<file path="config.mk">
export PLATFORM = sky130hd
export DESIGN_NAME = mux_4_1_rr
export DESIGN_NICKNAME = d
export VERILOG_FILES = /design/src/rtl/mux_4_1_rr_pkg.sv /design/src/rtl/mux_4_1_rr_arbiter.sv /design/src/rtl/mux_4_1_rr.sv
export SDC_FILE = /design/constraint.sdc
export NUM_CORES = 1
export LEC_CHECK = 0
export BUFFER_PORTS_ARGS = -buffer_cell sky130_fd_sc_hd__buf_4
export CAP_MARGIN = 5
export CORE_UTILIZATION = 42
export DETAILED_ROUTE_END_ITERATION = 8
export PLACE_DENSITY = 0.83
export SYNTH_ARGS = -nofsm -noshare
export SYNTH_HDL_FRONTEND = slang
export SYNTH_SLANG_ARGS = --single-unit
</file>
<file path="constraint.sdc">
create_clock -name clk -period 2.2 [get_ports clk]
set_input_delay 0.66 -clock clk [delete_from_list [all_inputs] [get_ports clk]]
set_output_delay 0.66 -clock clk [all_outputs]
set_load 0.02 [all_outputs]
</file>
<file path="src/rtl/mux_4_1_rr_pkg.sv">
// rtl/mux_4_1_rr_pkg.sv - shared types and round-robin pick helper for mux_4_1_rr
package mux_4_1_rr_pkg;

   localparam int CH   = 4;
   localparam int SELW = 2;

   typedef logic [SELW-1:0] sel_t;

   typedef struct packed {
      logic found;
      sel_t sel;
   } pick_t;

   typedef enum logic {
      ST_IDLE,
      ST_LOCKED
   } lock_state_t;

   // Scan from the highest offset down so the lowest offset from ptr wins.
   function automatic pick_t rr_pick(input logic [CH-1:0] req, input sel_t ptr);
      pick_t r;
      sel_t  k;
      r = '0;
      for (int i = CH - 1; i >= 0; i--) begin
         k = ptr + sel_t'(i);
         if (req[k]) begin
            r.found = 1'b1;
            r.sel   = k;
         end
      end
      return r;
   endfunction

endpackage

</file>
<file path="src/rtl/mux_4_1_rr_arbiter.sv">
// rtl/mux_4_1_rr_arbiter.sv - rr_arbiter_4: combinational grant, registered ptr and packet lock
// Packet lock exists only when MUX_4_1_RR_LAST_EN is defined.
module rr_arbiter_4
   import mux_4_1_rr_pkg::*;
(
   input  logic            clk,
   input  logic            rst_n,
   input  logic [CH-1:0]   x_valid,
`ifdef MUX_4_1_RR_LAST_EN
   input  logic [CH-1:0]   x_last,
`endif
   input  logic            xfer,
   output logic            gnt_found,
   output logic [SELW-1:0] gnt_sel
);

   logic [SELW-1:0] ptr_q, ptr_d;
   logic [CH-1:0]   eligible;
   pick_t           pick;

`ifdef MUX_4_1_RR_LAST_EN
   lock_state_t     state_q, state_d;
   logic [SELW-1:0] lock_ch_q, lock_ch_d;
`endif

   always_comb begin
      eligible = x_valid;
`ifdef MUX_4_1_RR_LAST_EN
      if (state_q == ST_LOCKED) begin
         eligible = x_valid & (4'b0001 << lock_ch_q);
      end
`endif
      pick = rr_pick(eligible, ptr_q);
   end

   assign gnt_found = pick.found;
   assign gnt_sel   = pick.sel;

   always_comb begin
      ptr_d = ptr_q;
`ifdef MUX_4_1_RR_LAST_EN
      state_d   = state_q;
      lock_ch_d = lock_ch_q;
      // Mid-packet beats keep ptr so the packet's owner is not skipped over.
      if (xfer) begin
         if (x_last[gnt_sel]) begin
            state_d = ST_IDLE;
            ptr_d   = gnt_sel + 2'd1;
         end else begin
            state_d   = ST_LOCKED;
            lock_ch_d = gnt_sel;
         end
      end
`else
      if (xfer) begin
         ptr_d = gnt_sel + 2'd1;
      end
`endif
   end

   always_ff @(posedge clk or negedge rst_n) begin
      if (!rst_n) begin
         ptr_q <= '0;
`ifdef MUX_4_1_RR_LAST_EN
         state_q   <= ST_IDLE;
         lock_ch_q <= '0;
`endif
      end else begin
         ptr_q <= ptr_d;
`ifdef MUX_4_1_RR_LAST_EN
         state_q   <= state_d;
         lock_ch_q <= lock_ch_d;
`endif
      end
   end

endmodule

</file>
<file path="src/rtl/mux_4_1_rr.sv">
// rtl/mux_4_1_rr.sv - registered 4:1 round-robin stream mux tagging beats with source index
// Packet mode (x_last/y_last, channel lock) enabled by defining MUX_4_1_RR_LAST_EN.
module mux_4_1_rr
   import mux_4_1_rr_pkg::*;
#(
   parameter int WIDTH = 8
) (
   input  logic                clk,
   input  logic                rst_n,
   input  logic [CH-1:0]       x_valid,
   output logic [CH-1:0]       x_ready,
   input  logic [CH*WIDTH-1:0] x_data,
`ifdef MUX_4_1_RR_LAST_EN
   input  logic [CH-1:0]       x_last,
   output logic                y_last,
`endif
   output logic                y_valid,
   input  logic                y_ready,
   output logic [WIDTH-1:0]    y_data,
   output logic [SELW-1:0]     y_sel
);

   logic            load;
   logic            xfer;
   logic            gnt_found;
   logic [SELW-1:0] gnt_sel;

   logic             y_valid_q, y_valid_d;
   logic [WIDTH-1:0] y_data_q, y_data_d;
   logic [SELW-1:0]  y_sel_q, y_sel_d;
`ifdef MUX_4_1_RR_LAST_EN
   logic             y_last_q, y_last_d;
`endif

   assign load = !y_valid_q || y_ready;
   // rst_n gates the handshake so no upstream beat is consumed during reset.
   assign xfer = rst_n && load && gnt_found;

   rr_arbiter_4 u_arb (
      .clk       (clk),
      .rst_n     (rst_n),
      .x_valid   (x_valid),
`ifdef MUX_4_1_RR_LAST_EN
      .x_last    (x_last),
`endif
      .xfer      (xfer),
      .gnt_found (gnt_found),
      .gnt_sel   (gnt_sel)
   );

   always_comb begin
      x_ready = '0;
      if (xfer) begin
         x_ready[gnt_sel] = 1'b1;
      end
   end

   always_comb begin
      y_valid_d = y_valid_q;
      y_data_d  = y_data_q;
      y_sel_d   = y_sel_q;
`ifdef MUX_4_1_RR_LAST_EN
      y_last_d  = y_last_q;
`endif
      if (load) begin
         y_valid_d = gnt_found;
         if (gnt_found) begin
            y_data_d = x_data[gnt_sel*WIDTH +: WIDTH];
            y_sel_d  = gnt_sel;
`ifdef MUX_4_1_RR_LAST_EN
            y_last_d = x_last[gnt_sel];
`endif
         end
      end
   end

   always_ff @(posedge clk or negedge rst_n) begin
      if (!rst_n) begin
         y_valid_q <= 1'b0;
         y_data_q  <= '0;
         y_sel_q   <= '0;
`ifdef MUX_4_1_RR_LAST_EN
         y_last_q  <= 1'b0;
`endif
      end else begin
         y_valid_q <= y_valid_d;
         y_data_q  <= y_data_d;
         y_sel_q   <= y_sel_d;
`ifdef MUX_4_1_RR_LAST_EN
         y_last_q  <= y_last_d;
`endif
      end
   end

   assign y_valid = y_valid_q;
   assign y_data  = y_data_q;
   assign y_sel   = y_sel_q;
`ifdef MUX_4_1_RR_LAST_EN
   assign y_last  = y_last_q;
`endif

endmodule

</file>
# Word level (Yosys, flattened, before mapping)

Cells that the tools add are included.
W data, S select, Z words.

Add/sub/neg operators: 4
$lt $le $gt $ge: 6
Reductions and logical operators: 6
Shift operators: 1
Multiplexer cells: 15

Operators by type and width:

| operator              | number |
|---|---|
| $shiftx A32 B6 Y8     | 1 |
| $lt A2 B3 Y1 const B  | 5 |
| $mux W3               | 4 |
| $bmux W1 S2           | 4 |
| $mux W1               | 5 |
| $add A2 B1 Y2 const B | 2 |
| $add A2 B2 Y2 const B | 2 |
| $mux W4               | 1 |
| $logic_and A1 B1 Y1   | 3 |
| $demux W1 S2          | 1 |
| $ge A2 B1 Y1 const B  | 1 |
| $reduce_and A2 Y1     | 1 |
| $logic_not A1 Y1      | 1 |
| $logic_or A1 B1 Y1    | 1 |

Flip-flop bits (word level): 13
Logic and storage cells: 36

# Depth between registers and ports, before layout

Gate-level depths: netlist of the first run.

Depth in word-level cells: 12
Mapped depth: 6
Mapped depth without buffers: 5

# By module

From an unflattened synthesis of the first run, not the netlist that was laid out.

Cells, all modules: 63
Area, all modules: 868.3 um2

By module, submodules not included:

| module       | area an instance (um2) | cells each | times used | sequential area each (um2) |
|---|---|---|---|---|
| mux_4_1_rr   | 678.2                  | 42         | 1          | 275.3 |
| rr_arbiter_4 | 190.2                  | 21         | 1          | 50.0 |

# Worst setup path after synthesis of the first run

OpenSTA, ideal clock, no wires.

Path kind: in2out
Start: in x_valid[1]
End: out x_ready[0]
Path buffers: 1
Arrival: 1771 ps
Stages on the path: 5
Path slack: -231 ps
Cell sequence: or2_4 > nand4b_4 > nand2_2 > buf_2 > nor3_1

Longest elaborated chain between the ends: 11

Ends and longest elaborated chain:

| item                                                                      | line                 | text |
|---|---|---|
| from (decl)                                                               | mux_4_1_rr.sv:10     | `input logic [CH-1:0] x_valid,` |
| $bmux W1 S2                                                               | mux_4_1_rr_pkg.sv:26 | `if (req[k]) begin` |
| $mux W1 (not written as such)                                             | mux_4_1_rr_pkg.sv:26 |  |
| $mux W3 (3 in series)                                                     | mux_4_1_rr_pkg.sv:26 |  |
| $mux W3 (*)                                                               | mux_4_1_rr_pkg.sv:26 |  |
| $lt A2 B3 Y1 (not written as such) / $ge A2 B1 Y1 (equally long branches) | mux_4_1_rr.sv:54     | `x_ready[gnt_sel] = 1'b1;` |
| $logic_and A1 B1 Y1 (not written as such)                                 | mux_4_1_rr.sv:54     |  |
| $mux W1 (not written as such)                                             | mux_4_1_rr.sv:54     |  |
| $demux W1 S2                                                              | mux_4_1_rr.sv:54     |  |
| $mux W4 (*)                                                               | mux_4_1_rr.sv:53     | `if (xfer) begin` |
| to (decl)                                                                 | mux_4_1_rr.sv:11     | `output logic [CH-1:0] x_ready,` |

Mark *: on every way between the ends. The rest lies on a longest branch, timed or not. The select of a mux whose other input is x is not followed.

# Worst setup path in the final report of the first run

Start: in x_valid[3]
End: out x_ready[1]

The elaborated chain is that of the path after synthesis.

==> impl_metrics.toml, run 1 <==
[cells_and_area]
postLayoutCellArea_mm2 = 0.00167
nets = 208
final_cells = 195
diodes = 0
drive_gt1_share_pct = 60.7
area_delta_synth_final_pct = 88.0

[detailed_routing]
wire_per_inst_um = 14.5
first_pass_iters = 4
routed_via_density = 5.25
vias = 1023
drc = 0
ant_nets = 0
drt-total-wl_um = 2830
drtIter0Drc = 16

[floorplan]
ios = 54
die_w_um = 48.0
die-height_um = 48.0
coreArea_mm2 = 0.00198
start_util_pct = 44.8
fp-row-count = 16
die-area_mm2 = 0.00230

[clock_network]
hold_buffers = 0
cts_tree = "yes"
clock_latency_ps = 270
path_clk_slew_ps = 80
htree_num_levels = 1
cts_buffers = 3
cts_buffer_depth = 2
root_buffer = "clkbuf_4"
cts_sinks = 13

[timing]
finClkSkew_ps = 0.491
final-setup-viol-count = 4
period_share_pct = 106
hold_viol_final = 0
worst_pin_slew_ps = 479
rsz0062_at_grt = "yes"
slew_headroom_pct = 68.1
post-route-min-period_ps = 2320
worst_slack_ps = -121
slew_violations = 0
fmax_mhz = 431

[placed_design]
place_ws_ps = -268
place_area_mm2 = 0.00149
placed_cells = 187
portBuffers = 53
hpwl_um = 2080
gp_congestion = 0.759

[hold_path]
worstHoldPathType = "input pin to async pin"

[global_routing]
grt_overflow = 0
grt_pass1_wl_um = 4200
antenna_found_initial = 0
grt_pass1_vias = 956
grt_max_degree = 14
grt_use_total_pct = 26.7

[critical_path]
path_cells = "buf_8 > nor4_4 > buf_4 > a21oi_4 > buf_6 > nand3_4 > nor2_4 > buf_6"
crit_family = "buffers and inverters"
path_common_cell = "buf_6"
arrival_ps = 1660
max_stage_delay_ps = 280
path_class = "input pin to output pin"
end_kind = "output pin"
crit_slowest_cell = "nor4_4"
path_max_fanout = 4
cp_num_buf_inv = 4
cp-start-kind = "input pin"
worst_ep_required_time_ps = 1540

[power]
power_uw = 1580
leakage_uw = 0.000814
power_density_mw_per_mm2 = 945
peakVddDrop_v = 0.000636

[synth]
synth_fp_nets = 132
seq_area_frac_synth_pct = 36.6
ys_warn_count = 0
ys_types = 28
synthesis.area_um2 = 888
netlist_instances = 93
syn_avg_cell_area_um2 = 9.55
ys_ff_latch = 13

[outcome]
status = "finished with violations"
violations = "negative setup slack"

[flow_run]
maxCapViolCount = 0
-- cell usage after synthesis, drive strengths merged --
library cell	number	area [um^2]
a211oi	8	60.1
a21oi	3	18.8
a311oi	1	15.0
and2	1	6.26
and3	8	50.1
buf	4	32.5
dfrtp	13	325
inv	4	15.0
mux2	1	11.3
mux2i	8	80.1
nand2	5	21.3
nand2b	3	18.8
nand3	1	5.00
nand4b	2	47.6
nor2	4	15.0
nor2b	1	8.76
nor3	2	10.0
nor4	1	6.26
o21ai	12	67.6
o22ai	8	50.1
or2	2	15.0
xnor2	1	8.76
-- registers in the layout, summed over array words and instances, names as in the netlist --
register     count
y_sel            2
u_arb.ptr_q      2
y_valid          1
y_data           8
-- cell type report --
| class | instances | area [um^2] |
|---|---|---|
| flip-flops and latches | 13 | 327 |
| repair buffers | 75 | 628 |
| fillers | 108 | 312 |
| clock buffers | 4 | 26.3 |
| multi-input cells | 72 | 641 |
| inverters | 4 | 15.0 |
| well taps | 27 | 33.8 |
-- report_power, final --
group | switching, uW | total [uW] | internal, uW
combinational | 506 | 1040 | 532
sequential | 60.0 | 391 | 331
clock | 79.7 | 150 | 70.1
total | 645 | 1580 | 933
-- cells by family after synthesis --
family	Yosys count	share of synthesized area, %
buffers and inverters	8	5.35
muxes	9	10.3
and+or+nand+nor	30	23.0
AOI/OAI and AO/OA	32	23.8
xor gates and xnor gates	1	0.986
DFF	13	36.6
-- through the flow --
stage	hold slack, ps	setup TNS (ps)	utilization, %
6_report	210	-344	84.3
5_1_grt	186	-489	84.3
4_1_cts	206	-289	82.4
3_5_place_dp	498	-1900	74.9
3_3_place_gp	496	-889	74.9
2_1_floorplan	364	-20.9	-
-- worst register-to-register path, stage by stage (launching register included) --
cell,delay (ps)
dfrtp_1,420
nor2b_4,150
a311oi_4,60
buf_4,150
buf_4,120
o21ai_2,380
o21ai_0,160
o22ai_1,190
-- path summary, 6_finish.rpt --
| kind | endpoint | depth (start not counted) | slack [ps] | start |
|---|---|---|---|---|
| worst max-delay path | x_ready[1] | 8 | -120 | x_valid[3] |
| worst min-delay path | y_valid$_DFFE_PN0N_ | 1 | 210 | rst_n |
| worst max register to register | y_data[0]$_DFFE_PN0P_ | 7 | 470 | u_arb.ptr_q[0]$_DFFE_PN0P_ |
| worst min register to register | y_sel[1]$_DFFE_PN0P_ | 1 | 520 | y_sel[1]$_DFFE_PN0P_ |
| max in group asynchronous | u_arb.ptr_q[1]$_DFFE_PN0P_ | 2 | 1650 | rst_n |
| min in group clk | y_sel[1]$_DFFE_PN0P_ | 1 | 520 | y_sel[1]$_DFFE_PN0P_ |
-- per-layer routing --
layer	track usage, %	wire (um)
met1	32.0	1200
met5	0	0
met2	48.6	1480
met3	5.28	135
met4	6.67	11
-- placed cells by master (no fill, tap or decap), drive strengths merged, types with 3 or more instances in the layout --
| cell | count |
|---|---|
| nand2 | 5 |
| mux2i | 8 |
| and3 | 8 |
| clkbuf | 4 |
| nand2b | 3 |
| o22ai | 8 |
| o21ai | 12 |
| inv | 4 |
| dfrtp | 13 |
| a211oi | 8 |
| nor2 | 4 |
| a21oi | 3 |
| buf | 75 |
-- repair_timing --
action,in CTS,in global routing
endpoints found under the setup margin,4,4
gates resized for setup,27,3
pin swaps,5,6
setup buffers,1,3
Note: power is estimated with default switching activity, not from simulation.
==> run 2: changes to the inputs <==
--- a/config.mk
+++ b/config.mk
@@ -5,11 +5,11 @@
 export SDC_FILE = /design/constraint.sdc
 export NUM_CORES = 1
 export LEC_CHECK = 0
-export BUFFER_PORTS_ARGS = -buffer_cell sky130_fd_sc_hd__buf_4
 export CAP_MARGIN = 5
-export CORE_UTILIZATION = 42
+export CORE_UTILIZATION = 50
 export DETAILED_ROUTE_END_ITERATION = 8
-export PLACE_DENSITY = 0.83
+export DONT_BUFFER_PORTS = 1
+export PLACE_DENSITY = 0.7
 export SYNTH_ARGS = -nofsm -noshare
 export SYNTH_HDL_FRONTEND = slang
 export SYNTH_SLANG_ARGS = --single-unit
==> run 2 against run 1 <==
Cell count is 34% lower. Sequential share of layout area rose by 8.8 points. Largest power group unchanged. Via count shrank 21%. Register-to-register slack barely moved. Highest routed layer unchanged. Non-clock buffer count down 56. Sequential cell count unchanged. Fmax up 4.1%. Global-route usage decreased by 2.9 points. The run ends with design-rule violations, negative setup slack left.
==> impl_metrics.toml, run 2 (synthesis gave the netlist of run 1 again) <==
[clock_network]
cts_sinks = 13
cts_buffer_depth = 2
htree_num_levels = 1
path_clk_slew_ps = 90
root_buffer = "clkbuf_4"
cts_tree = "yes"
hold_buffers = 0
clock_latency_ps = 280
cts_buffers = 3

[outcome]
violations = "design-rule violations, negative setup slack"
status = "finished with violations"

[detailed_routing]
ant_nets = 0
maxUsedRoutingLayer = "met4"
vias = 811
wl_met2_um = 1180
met1_length_um = 927
drc = 3
routed_via_density = 6.34
wire_per_inst_um = 17.8
first_pass_iters = 8
wl_met3_um = 142
drt-total-wl_um = 2280
drtIter0Drc = 13

[cells_and_area]
nFillCells = 129
diodes = 0
regArea_um2 = 327
multi_input_area_um2 = 613
drive_gt1_share_pct = 39.3
layout_common_cells = "17 x buf_4, 12 x dfrtp_1"
finish.utilization_pct = 73.1
final_common_cell = "buf_4"
largest_reg_flops = 8
nets = 152
area_delta_synth_final_pct = 29.7

[timing]
final-setup-viol-count = 3
slew_headroom_pct = 63.9
rsz0062_at_grt = "yes"
slew_violations = 0
post-route-min-period_ps = 2230
hold_viol_final = 0
worst_pin_slew_ps = 541
fmax_mhz = 448
finClkSkew_ps = 7.34
worst_slack_ps = -30.5
period_share_pct = 101
final.setup.tns_ps = -54.9

[placed_design]
portBuffers = 0
hpwl_um = 1590
gp_congestion = 0.839
place_ws_ps = -36.5

[floorplan]
die-area_mm2 = 0.00195
die_w_um = 44.2
ios = 54
start_util_pct = 56.3
coreArea_mm2 = 0.00158
die-height_um = 44.2
fp-row-count = 14

[critical_path]
cp-start-kind = "input pin"
worst_ep_required_time_ps = 1540
arrival_ps = 1570
path_max_fanout = 4
end_kind = "output pin"
path_class = "input pin to output pin"

[global_routing]
grt_max_degree = 17
grt_overflow = 0
grt_pass1_vias = 802
grt_use_total_pct = 23.8
antenna_found_initial = 0
grt_pass1_wl_um = 3390

[hold_path]
worstHoldPathType = "input pin to async pin"

[power]
power_density_mw_per_mm2 = 1150
peakVddDrop_v = 0.000805
leakage_uw = 0.000521

[flow_run]
maxCapViolCount = 0
run 2: stage by stage:
step | hold slack, ps | std cells | total power, uW | area [um^2]
final | 61.9 | 128 | 1320 | 1150
after detailed placement | 365 | 119 | 1070 | 1030
after CTS | 50.0 | 125 | 1250 | 1090
after floorplan | 364 | 93 | 939 | 945
after global routing | 39.4 | 128 | 1400 | 1150
after global placement | 365 | 119 | 1060 | 1030
run 2: power breakdown:
group / switching, uW / total (uW) / internal [uW]
combinational: 325 / 673 / 348
sequential: 168 / 499 / 331
clock: 82.4 / 150 / 67.4
total: 575 / 1320 / 746
run 2: layout make-up:
cell class,count,area share [%]
well taps,16,1.74
clock buffers,3,1.95
repair buffers,19,13.0
clock inverters,1,0.434
flip-flops and latches,13,28.3
inverters,4,1.30
multi-input cells,72,53.2
run 2: layer usage:
| metal | vias up | GRT usage, % |
|---|---|---|
| met3 | 4 | 7.76 |
| met1 | 380 | 29.6 |
| li1 | 388 | - |
| met2 | 39 | 41.5 |
| met4 | 0 | 3.03 |
| met5 | - | 0 |
run 2: timing repair:
item	CTS	global route
gates resized for setup	3	9
setup buffers	2	3
pin swaps	3	9
setup endpoints to repair	3	4
run 2: worst max-delay path: stages:
cell     delay [ps]
nor4_1          340
buf_4           200
a21oi_4          40
buf_4           160
nand3_4         110
nor2_4           70
run 2: path summary, 6_finish.rpt:
path	from	to	slack, ps	cells past startpoint
setup / recovery	x_valid[0]	x_ready[3]	-30	6
hold / removal	rst_n	u_arb.ptr_q[1]$_DFFE_PN0P_	60	0
setup reg to reg	u_arb.ptr_q[0]$_DFFE_PN0P_	y_data[0]$_DFFE_PN0P_	480	6
hold reg to reg	u_arb.ptr_q[1]$_DFFE_PN0P_	u_arb.ptr_q[1]$_DFFE_PN0P_	560	2
max in group asynchronous	rst_n	y_data[6]$_DFFE_PN0P_	2060	0
min in group clk	y_ready	y_valid$_DFFE_PN0N_	500	1
==> run 3: changes to the inputs <==
--- a/config.mk
+++ b/config.mk
@@ -6,10 +6,12 @@
 export NUM_CORES = 1
 export LEC_CHECK = 0
 export CAP_MARGIN = 5
-export CORE_UTILIZATION = 50
+export CELL_PAD_IN_SITES_DETAIL_PLACEMENT = 1
+export CELL_PAD_IN_SITES_GLOBAL_PLACEMENT = 2
+export CORE_UTILIZATION = 35
 export DETAILED_ROUTE_END_ITERATION = 8
 export DONT_BUFFER_PORTS = 1
-export PLACE_DENSITY = 0.7
+export PLACE_DENSITY = 0.85
 export SYNTH_ARGS = -nofsm -noshare
 export SYNTH_HDL_FRONTEND = slang
 export SYNTH_SLANG_ARGS = --single-unit
==> constraint.sdc (replaced) <==
create_clock -name clk -period 2.7 [get_ports clk]
set_input_delay 0.81 -clock clk [delete_from_list [all_inputs] [get_ports clk]]
set_output_delay 0.81 -clock clk [all_outputs]
set_load 0.02 [all_outputs]
==> run 3 against run 2 <==
The run now ends clean. Sequential share of layout area is 3.8 points higher. Sequential cell count stayed put. Setup slack better by 150 ps. Cell area is 12% lower. Critical path depth is 1 lower. Global-route usage is 1.8 points lower.
==> impl_metrics.toml, run 3 (synthesis gave the netlist of run 1 again) <==
[outcome]
status = "finished, final reports clean"

[power]
power_uw = 950
sw_frac_of_total_pct = 45.1
peakVddDrop_v = 0.000403
seqPwrFrac_pct = 43.2
leakage_uw = 0.000464
p_int_uw = 522
power_frac_comb_pct = 43.7
p_switching_uw = 428
power_density_mw_per_mm2 = 938
p_clk_share_pct = 13.2

[hold_path]
worstHoldPathType = "input pin to async pin"

[flow_run]
maxCapViolCount = 0

[placed_design]
placed_cells = 129
place_area_um2 = 981
portBuffers = 0
hpwl_um = 1990
gp_congestion = 0.717

[timing]
slew_violations = 0
hold_viol_final = 0
period_share_pct = 95.4
final-setup-viol-count = 0
slew_headroom_pct = 61.6
post-route-min-period_ps = 2580
worst_pin_slew_ps = 575
fmax_mhz = 388
rsz0062_at_grt = "no"
finClkSkew_ps = 2.50
final.setup.tns_ps = 0

[cells_and_area]
final_common_cell = "dfrtp_1"
area_delta_synth_final_pct = 13.9
nets = 145
largest_reg_flops = 8
layout_common_cells = "13 x dfrtp_1, 12 x buf_4"
final_cells = 133
postLayoutCellArea_mm2 = 0.00101
drive_gt1_share_pct = 25.7
diodes = 0

[detailed_routing]
vias = 785
first_pass_iters = 4
drt-total-wl_um = 2540
wire_per_inst_um = 19.1
routed_via_density = 5.90
ant_nets = 0
drtIter0Drc = 6
drc = 0

[global_routing]
grt_pass1_wl_um = 4220
grt_pass1_vias = 916
grt_overflow = 0
grt_use_total_pct = 22.0
antenna_found_initial = 0
grt_max_degree = 17

[critical_path]
r2r_setup_slack_ps = 830
path_max_fanout = 4
r2r_end = "y_data[4]$_DFFE_PN0P_"
r2r_start = "u_arb.ptr_q[0]$_DFFE_PN0P_"
worst_ep_required_time_ps = 1890
cp-start-kind = "input pin"
arrival_ps = 1770
reg2reg_depth = 7
end_kind = "output pin"
path_class = "input pin to output pin"

[floorplan]
coreArea_mm2 = 0.00230
die-area_mm2 = 0.00274
ios = 54
start_util_pct = 38.7
die_w_um = 52.4
fp-row-count = 17
die-height_um = 52.4

[clock_network]
cts_buffers = 3
root_buffer = "clkbuf_4"
cts_setup_buffers = 0
cts_buffer_depth = 2
path_clk_slew_ps = 80
cts_sinks = 13
cts_tree = "yes"
htree_num_levels = 1
clock_latency_ps = 280
run 3: cell count changes in the layout (fill, tap and decap cells not counted), moves of 2 or more:
cell,before,now
nor3_4,2,0
nor2_4,2,0
buf_6,2,0
buf_4,17,12
nor2_1,1,4
run 3: how the worst max path moves through the flow:
stage | from | end | slack, ps | depth (start not counted)
6_report | x_valid[0] | x_ready[2] | 120 | 5
5_1_grt | x_valid[0] | x_ready[2] | 30 | 5
4_1_cts | x_valid[2] | x_ready[0] | 30 | 5
3_5_place_dp | x_valid[2] | x_ready[0] | 30 | 5
3_3_place_gp | x_valid[2] | x_ready[0] | 140 | 5
2_1_floorplan | x_valid[1] | x_ready[0] | -30 | 5
run 3: per-layer routing:
layer,global-route usage (%),part of all wire [%],vias up,wire length (um)
met5,0,0,-,0
met4,7.89,1.3,0,34
met3,6.38,6.2,5,157
met2,41.8,55,32,1400
met1,22.4,38,376,956
li1,-,-,372,-
run 3: cell type report:
cell class	count	area (um^2)
multi-input combinational	72	520
timing repair buffer	12	90.1
sequential	13	325
tap	28	35.0
fill	278	1280
clock buffer	4	26.3
inverter	4	15.0
run 3: power by group through the flow:
stage          clock (uW)  combinational, uW  sequential (uW)
4_1_cts               132                420              412
3_3_place_gp            0                401              413
2_1_floorplan           0                328              394
3_5_place_dp            0                419              416
5_1_grt               141                464              421
6_report              125                415              410
run 3: repair_timing:
| item | in CTS | in global routing |
|---|---|---|
| setup endpoints to repair | 0 | 1 |
| gates resized for setup | 0 | 1 |
| hold buffers | 0 | 0 |
run 3: worst max-delay path: stages:
cell,delay (ps)
nand2b_1,110
a21oi_1,130
or2_2,350
nor3_1,200
buf_4,170
run 3: through the flow:
| stage | setup WS (ps) | hold WS [ps] | utilization [%] |
|---|---|---|---|
| 6_report | 125 | 210 | 44.1 |
| 5_1_grt | 33.8 | 186 | 44.1 |
| 4_1_cts | 27.0 | 197 | 43.8 |
| 3_5_place_dp | 31.6 | 515 | 42.7 |
| 3_3_place_gp | 136 | 508 | 42.7 |
| 2_1_floorplan | -31.2 | 482 | - |
